$ cat src/rtl/sr_recirc_word.sv
// Word-wide shift register that can shift in, recirculate or hold, with a
// position counter and an aligned full-word load sequencer.
module sr_recirc_word #(
  parameter int WIDTH  = 4,
  parameter int LENGTH = 8,
  localparam int PW    = ($clog2(LENGTH) < 1) ? 1 : $clog2(LENGTH)
) (
  input  logic             clk,
  input  logic             reset,
  input  logic [1:0]       mode,
  input  logic             clear,
  input  logic             load_start,
  input  logic [WIDTH-1:0] data_in,
  output logic [WIDTH-1:0] data_out,
  output logic [PW-1:0]    pos,
  output logic             word_sync,
  output logic             busy,
  output logic             data_req
);

  typedef enum logic [1:0] {
    IDLE  = 2'd0,
    ARMED = 2'd1,
    LOAD  = 2'd2
  } state_t;

  localparam logic [PW-1:0] POS_LAST = PW'(LENGTH - 1);

  logic [LENGTH-1:0][WIDTH-1:0] stage_q, stage_d;
  logic [PW-1:0]                pos_q, pos_d;
  logic                         word_sync_q, word_sync_d;
  state_t                       state_q, state_d;

  logic                         step;
  logic [WIDTH-1:0]             stage0_src;

  always_comb begin
    stage_d     = stage_q;
    pos_d       = pos_q;
    word_sync_d = 1'b0;
    state_d     = state_q;
    step        = 1'b0;
    stage0_src  = stage_q[LENGTH-1];

    if (clear) begin
      stage_d = '0;
      pos_d   = '0;
      state_d = IDLE;
    end else begin
      unique case (state_q)
        IDLE: begin
          if (mode == 2'b01) begin
            step       = 1'b1;
            stage0_src = data_in;
          end else if (mode == 2'b10) begin
            step       = 1'b1;
            stage0_src = stage_q[LENGTH-1];
          end
          if (load_start) state_d = ARMED;
        end
        // Spin the ring until the word boundary so the load starts at pos 0.
        ARMED: begin
          step       = 1'b1;
          stage0_src = stage_q[LENGTH-1];
          if (pos_q == POS_LAST) state_d = LOAD;
        end
        LOAD: begin
          step       = 1'b1;
          stage0_src = data_in;
          if (pos_q == POS_LAST) state_d = IDLE;
        end
        default: state_d = IDLE;
      endcase

      if (step) begin
        for (int i = LENGTH - 1; i > 0; i--) stage_d[i] = stage_q[i-1];
        stage_d[0]  = stage0_src;
        pos_d       = (pos_q == POS_LAST) ? '0 : pos_q + PW'(1);
        word_sync_d = (pos_q == POS_LAST);
      end
    end
  end

  always_ff @(posedge clk or posedge reset) begin
    if (reset) begin
      stage_q     <= '0;
      pos_q       <= '0;
      word_sync_q <= 1'b0;
      state_q     <= IDLE;
    end else begin
      stage_q     <= stage_d;
      pos_q       <= pos_d;
      word_sync_q <= word_sync_d;
      state_q     <= state_d;
    end
  end

  assign data_out  = stage_q[LENGTH-1];
  assign pos       = pos_q;
  assign word_sync = word_sync_q;
  assign busy      = (state_q != IDLE);
  assign data_req  = (state_q == LOAD);

endmodule

$ cat config.mk
export PLATFORM = sky130hd
export DESIGN_NAME = sr_recirc_word
export DESIGN_NICKNAME = d
export VERILOG_FILES = /design/src/rtl/sr_recirc_word.sv
export SDC_FILE = /design/constraint.sdc
export NUM_CORES = 1
export LEC_CHECK = 0
export ABC_CLOCK_PERIOD_IN_PS = 2500
export BUFFER_PORTS_ARGS = -buffer_cell sky130_fd_sc_hd__buf_2
export CORE_ASPECT_RATIO = 1.1
export CORE_UTILIZATION = 28
export CTS_BUF_LIST = sky130_fd_sc_hd__clkbuf_4 sky130_fd_sc_hd__clkbuf_8 sky130_fd_sc_hd__clkbuf_16
export CTS_CLUSTER_DIAMETER = 30
export DETAILED_ROUTE_END_ITERATION = 8
export GPL_ROUTABILITY_DRIVEN = 0
export PLACE_DENSITY = 0.53
export SETUP_SLACK_MARGIN = 0.4
export SLEW_MARGIN = 20
export SYNTH_ARGS = -nofsm -noshare
export SYNTH_HDL_FRONTEND = slang
export SYNTH_SLANG_ARGS = --single-unit
$ cat constraint.sdc
create_clock -name clk -period 2.5 [get_ports clk]
set_clock_uncertainty 0.15 [all_clocks]
set_input_delay 0.5 -clock clk [delete_from_list [all_inputs] [get_ports clk]]
set_output_delay 0.5 -clock clk [all_outputs]
set_load 0.02 [all_outputs]
# Word-level counts from Yosys, hierarchy flattened
# Index checks and enable logic that the tools add are counted.
# word_totals
reg_bits,38
# classes
n_addsub,1
n_eq_ne,8
muxes,18
n_reduce_logical,5
# op_table
op,n
32-bit two-way mux,2
3-bit two-way mux,3
2-bit two-way mux,4
4-bit one-hot mux with 2 select lines,1
"3-bit != test, second input constant",2
2-bit one-hot mux with 3 select lines,1
1-bit two-way mux,5
"2-bit by 1-bit equality test with 1-bit output, second input constant",2
"2-bit equality test, second input constant",2
4-bit two-way mux,1
2-bit nonzero test,2
"3-bit by 1-bit adder with 3-bit output, second input constant",1
"3-bit equality test, second input constant",1
"3-bit by 2-bit != test with 1-bit output, second input constant",1
3-bit AND reduction,1
2-bit zero test,1
1-bit one-hot mux with 2 select lines,1
2-bit OR reduction,1

# Depth between registers and ports, before layout
# Gate-level depths: netlist of the first run.
# depth
word_depth,7
ltp_mapped,8
ltp_nobuf,6

# Worst setup path after synthesis of the first run
# OpenSTA, ideal clock, no wires.
# synth_timing
path_type,input -> register
start,in mode[1]
end,reg pos_q[2] (netlist: pos[2])
t_arrival_ns,1.561
required_ns,2.229
setup_slack_ns,0.668
cell_stages,8
path_buffers,2
path_cell_list,inv_1 -> ha_1 -> nand2b_1 -> a21oi_2 -> and2b_1 -> buf_6 -> buf_6 -> a22o_1
# synth_via
elab_chain_len,6
word_cells_on_any_way,7
classes_between,eq/ne (2); mux (4); reduce/logical (1)
# synth_lines
element,line_no,text
from (decl),10,"input logic [1:0] mode,"
2-bit equality test,55,end else if (mode == 2'b10) begin
1-bit two-way mux,55,
1-bit two-way mux (*),52,if (mode == 2'b01) begin
1-bit one-hot mux with 2 select lines (*),50,unique case (state_q)
1-bit two-way mux (*),45,if (clear) begin
2-bit nonzero test (no source line) (*),-,
to (signal assigned),92,pos_q <= pos_d;
to (decl),30,"logic [PW-1:0] pos_q, pos_d;"
# Every way passes the cells marked *; elsewhere a longest branch is shown, timed or not. The select of a mux whose other input is x is not followed.
# A chain may end at the register's enable or synchronous reset.

# Final worst setup path of the first run
# layout_timing
start,reg state_q[1]
end,out busy
# layout_via
elab_chain_len,1
# layout_lines
element,line_no,text
from (decl),32,"state_t state_q, state_d;"
from (signal assigned),94,state_q <= state_d;
2-bit nonzero test,101,assign busy = (state_q != IDLE);
to (decl),17,"output logic busy,"
# No other way between the ends.

==> results of run 1 <==
-- cells in the mapped netlist --
master | number | area share [%]
a22o_1 | 38 | 21
dfrtp_1 | 38 | 60
ha_1 | 7 | 5.5
inv_1 | 7 | 1.6
buf_4 | 4 | 1.9
buf_6 | 4 | 2.8
buf_2 | 3 | 0.94
nor2_1 | 3 | 0.70
nand2_1 | 2 | 0.47
nand2b_1 | 2 | 0.78
a211oi_1 | 1 | 0.47
a21boi_0 | 1 | 0.47
a21o_1 | 1 | 0.47
a21oi_1 | 1 | 0.31
a21oi_2 | 1 | 0.55
a22oi_1 | 1 | 0.47
and2_1 | 1 | 0.39
and2b_1 | 1 | 0.47
o21ai_0 | 1 | 0.31
o21bai_1 | 1 | 0.47
xnor2_1 | 1 | 0.55
-- sequential cells by signal, indices dropped and copies added (netlist names) --
register and flops:
data_out 4, stage_q 28, word_sync 1, state_q 2, pos 3
-- layer usage --
metal	up-vias	routed length [um]	global-route usage (%)
li1	471	-	-
met1	487	1510	15.7
met2	22	1260	15.0
met3	4	112	4.22
met4	0	42	4.62
met5	-	0	0
-- kinds of logic after synthesis --
group	Yosys count	share of synthesized area, %
flops	38	59.5
compound gates	46	24.4
buf+inv	18	7.28
xor+xnor	1	0.548
simple gates	9	2.82
fa+ha+maj	7	5.48
-- worst max-delay path: cells and delay by family, from the launching register on --
family,cells,cell delay (ps)
fa+ha+maj,1,230
buf+inv,3,370
flops,1,440
-- area by class of cell --
type,count,area (um2)
clock buffer,6,82.6
clock inverter,2,12.5
fill,556,3610
inverter,7,26.3
multi-input combinational,63,533
sequential,38,951
tap,75,93.8
timing repair buffer,23,125
-- through the flow --
step           util (%)  total power (uW)
2_1_floorplan         -               757
3_3_place_gp       31.8               783
3_5_place_dp       31.8               790
4_1_cts            33.6              1220
5_1_grt            33.6              1260
6_report           33.6              1210
-- worst paths after layout --
kind	endpoint	cells past startpoint	from	slack [ps]
hold reg to reg	stage_q[8]	1	stage_q[8]	350
min in group clk	pos[0]	2	clear	290
hold / removal	stage_q[21]	3	reset	170
setup / recovery	busy	4	state_q[1]	530
max in group asynchronous	stage_q[15]	3	reset	1710
setup reg to reg	data_out[1]	7	state_q[1]	580
-- power by group --
part	internal, uW	switching [uW]	total [uW]
Sequential	628	11.5	639
Combinational	46.7	90.8	137
Clock	221	208	429
Total	896	310	1210
==> results.md, run 1 <==
- Post-CTS sizing: 0
- Synthesized area per cell: roughly 13 um2
- Total CTS buffers: 5
- Clock sink count: 38
- Worst Path Arrival: ~1300 ps
- Grt ovf: 0
- Drt wl/cell: approximately 14 um
- GRT Overall Usage: roughly 11%
- # hold bufs at CTS: 0
- Final WS setup: 529 ps
- Post-CTS Repair Setup Buffers: 0
- Root Buffer Master: clkbuf_8
- Worst Path Required: between 1500 and 2000 ps
- Initial drt markers: a little over 40
- Ant diodes: 0
- Final non-filler cell total: ~210
- TNS Setup: 0 ps
- Seq/Total Area, Yosys: about three fifths
- Setup CP Type: reg -> out
- Area after DPL: about 1700 um2
- Placed Cells: between 200 and 250
- Hold slack: 165 ps
- CP most frequent cell: inv_1
- Gate Count Post-Synth: 119
- I/O pins: 20
- Mapped Area: 1600 um2
- Die W: roughly 74 um
- Rows: 28
- DP HPWL: between 1500 and 2000 um
- Share of layout cells above drive strength 1: a little under a quarter
- Setup WS pre-CTS: ~410 ps
- Final min period: around 2000 ps
- Outcome: complete, no violations
- Hold Fails Final Rpt: 0
- Layout net count: 155
- Critical-path cell list: inv_1 -> ha_1 -> inv_1 -> buf_2
- Largest net degree at the start of global routing: 39
- Core Area: between 5000 and 6000 um2
- Max-slew violation count: 0
- Max FO, Critical Path: 5
- DR pass1 iterations: 4
- H-tree Lvls: 2
- Synth unique cells: 21
- Worst setup EP type: primary output
- Commonest non-fill, non-tap cells in the layout: a22o_1, dfrtp_1, buf_2
- Initial Util: between 20 and 30%
- Layout area overhead: 14.2%
- Initial antenna violation count: 0
- PortBufs: 19
- Clk slew on worst S/H paths: approximately 70 ps
- Relative max-transition margin: 64.7%
- CP max stage delay: 440 ps
- Clock Path Buffers: 2
- Final Cycle Share: 78.8%
- Vias in the first global route: approximately 990
- Power Density: approximately 660 nW/um2
- Slowest CP cell: dfrtp_1
- Final setup vio count: 0
- CP Launch Type: flip-flop
- Die Y: about 81 um
- DRC: 0
- Net Count, Synth: about 140
- VDD IR max: 0.445 mV
- Design Area, Final: around 1800 um2
- Die ar.: 6010 um2
- First-pass GRT wire length: 4840 um
- Clock Latency Late Sink: between 200 and 300 ps
- Worst-margin pin slew: roughly 520 ps
- Max_cap viols: 0
- Hold WC Path Type: in -> async
- Syn. warnings: 0
- Post-DR vias/cell: between 4 and 5
- Post-route ant nets: 0
- Pleak: 0.000942 uW
- Max Clk Rate: 507 MHz
- CTS tree: done
- Vias: ~1,000
- RSZ-0062 raised after global routing: no
- Final Routed Wirelength: about 2900 um
- Yosys reg bits: 38
No activity file was read; power rests on OpenSTA's default activity.
==> run 2: changes to the inputs <==
--- a/config.mk
+++ b/config.mk
@@ -5,7 +5,7 @@
 export SDC_FILE = /design/constraint.sdc
 export NUM_CORES = 1
 export LEC_CHECK = 0
-export ABC_CLOCK_PERIOD_IN_PS = 2500
+export ABC_CLOCK_PERIOD_IN_PS = 1850
 export BUFFER_PORTS_ARGS = -buffer_cell sky130_fd_sc_hd__buf_2
 export CORE_ASPECT_RATIO = 1.1
 export CORE_UTILIZATION = 28
==> constraint.sdc (replaced) <==
create_clock -name clk -period 1.85 [get_ports clk]
set_clock_uncertainty 0.15 [all_clocks]
set_input_delay 0.37 -clock clk [delete_from_list [all_inputs] [get_ports clk]]
set_output_delay 0.37 -clock clk [all_outputs]
set_load 0.02 [all_outputs]
==> run 2 against run 1 <==
  * Routed wire length grew 14%
  * Cell count up 4.2%
  * Worst setup slack got worse by 390 ps
==> results.md, run 2 (synthesis results as in run 1) <==
- Die ar.: ~6000 um2
- CP Launch Type: flip-flop
- Most common cell after layout, fill and taps aside: a22o_1
- Final min period: 1710 ps
- Total CTS buffers: 5
- Die Y: 81.2 um
- Clk slew on worst S/H paths: 70 ps
- Worst flop-to-flop path endpoint: stage_q[19]
- Vias in the first global route: roughly 1,100
- Hold WC Path Type: in -> async
- RSZ-0062 raised after global routing: yes
- CTS tree: done
- Net switching power: about 430 uW
- Area after DPL: approximately 1800 um2
- Reg2reg setup slack: around 140 ps
- Commonest non-fill, non-tap cells in the layout: a22o_1, dfrtp_1, buf_2
- Layout area overhead: 30.3%
- Root Buffer Master: clkbuf_8
- Power Density: between 800 and 900 nW/um2
- P_int: roughly 1300 uW
- Switching share of power: between 20% and 30%
- Outcome: complete, no violations
- DP HPWL: between 2000 and 2500 um
- Final non-filler cell total: 223
- Clock Path Buffers: 2
- Clock sink count: 38
- Pleak: roughly 0.001 uW
- Biggest register: stage_q
- Die W: roughly 74 um
- Ant diodes: 0
- Design Area, Final: 2080 um2
- Hold Fails Final Rpt: 0
- DRC: 0
- Post-route ant nets: 0
- Drt wl/cell: between 10 and 15 um
- Initial Util: between 20% and 30%
- TNS Setup: 0 ps
- Max Clk Rate: roughly 580 MHz
- PortBufs: 19
- Buffer and inverter count on the worst path: 2
- I/O pins: 20
- Largest register FFs: 28
- Clock Latency Late Sink: about 270 ps
- Placed Cells: 208
- Worst Path Required: roughly 1900 ps
- Final Routed Wirelength: 3330 um
- Layout net count: between 150 and 200
- CP max stage delay: approximately 430 ps
- R2R depth: 6
- Comb pwr share: a little under a fifth
- Rows: 28
- Crit-path leading delay family: flip-flops
- GRT Overall Usage: around an eighth
- Max FO, Critical Path: 9
- Critical-path cell list: buf_4 -> ha_1 -> a21oi_4 -> and2b_4 -> clkbuf_16 -> a22o_1
- VDD IR max: around 0.41 mV
- Initial antenna violation count: 0
- Largest net degree at the start of global routing: 39
- Post-DR vias/cell: 4.69
- Max-slew violation count: 0
- Final setup vio count: 0
- Core Area: ~5400 um2
- Worst-margin pin slew: between 400 and 500 ps
- Grt ovf: 0
- Worst Path Arrival: around 1800 ps
- First-pass GRT wire length: ~5500 um
- Relative max-transition margin: between 60 and 70%
- H-tree Lvls: 2
- Worst setup EP type: flip-flop
- Hold slack: around 48 ps
- Vias: approximately 1,000
- Reg2reg start: state_q[1]
- Max_cap viols: 0
- FILL cells: roughly 530
- Power share of the clock group: ~31%
- # hold bufs at CTS: 0
- Initial drt markers: 94
- Setup CP Type: reg -> reg
- Final Cycle Share: 92.5%
- Slowest CP cell: dfrtp_1
- Share of power burned in registers: between 50% and 60%
- DR pass1 iterations: 4
- Share of layout cells above drive strength 1: around two fifths
[run 2: power by group through the flow]
stage / registers, uW / logic, uW / clock network (uW)
floorplan: 890 / 152 / 0
global placement: 879 / 230 / 0
detailed placement: 879 / 237 / 0
CTS: 863 / 262 / 559
global route: 870 / 337 / 608
finish: 868 / 310 / 536
[run 2: cell type report]
cell class	instances	area [um2]	share of cell area, %
Clock buffer	6	82.6	3.97
Inverter	7	38.8	1.86
Multi-Input combinational cell	63	631	30.3
Sequential cell	38	952	45.7
Tap cell	75	93.8	4.51
Timing Repair Buffer	34	284	13.6
[run 2: metal layers]
metal  GRT usage [%]  routed length (um)
met1            18.0                1620
met2            17.6                1590
met3            3.35                 100
met4            3.46                  22
met5               0                   0
[run 2: worst max path at each step]
stage,startpoint,end,slack [ps],depth (start not counted)
after global placement,mode[1],stage_q[23],-20,8
after CTS,state_q[1],stage_q[20],140,7
after floorplan,mode[1],pos[2],170,8
after global routing,state_q[1],stage_q[14],80,6
after detailed placement,mode[1],stage_q[20],-50,8
final,state_q[1],stage_q[19],140,6
[run 2: worst reg2reg max path, stage by stage (launching register included)]
cell       delay [ps]
dfrtp_1           430
buf_4             160
ha_1              200
a21oi_4           150
and2b_4           240
clkbuf_16         170
a22o_1            140
[run 2: repair_timing]
| item | CTS | global route |
|---|---|---|
| buffers inserted | 4 | 2 |
| resized for setup | 9 | 8 |
| gates cloned | 0 | 3 |
| hold endpoints to repair | 0 | 0 |
| pin swaps | 3 | 5 |
| setup endpoints to repair | 40 | 40 |
[run 2: through the flow]
| stage | util (%) | setup slack (ps) | total power (uW) |
|---|---|---|---|
| 2_1_floorplan | - | 174 | 1040 |
| 3_3_place_gp | 33.6 | -17.9 | 1110 |
| 3_5_place_dp | 33.6 | -48.0 | 1120 |
| 4_1_cts | 36.3 | 143 | 1680 |
| 5_1_grt | 38.3 | 78.9 | 1820 |
| 6_report | 38.3 | 139 | 1710 |
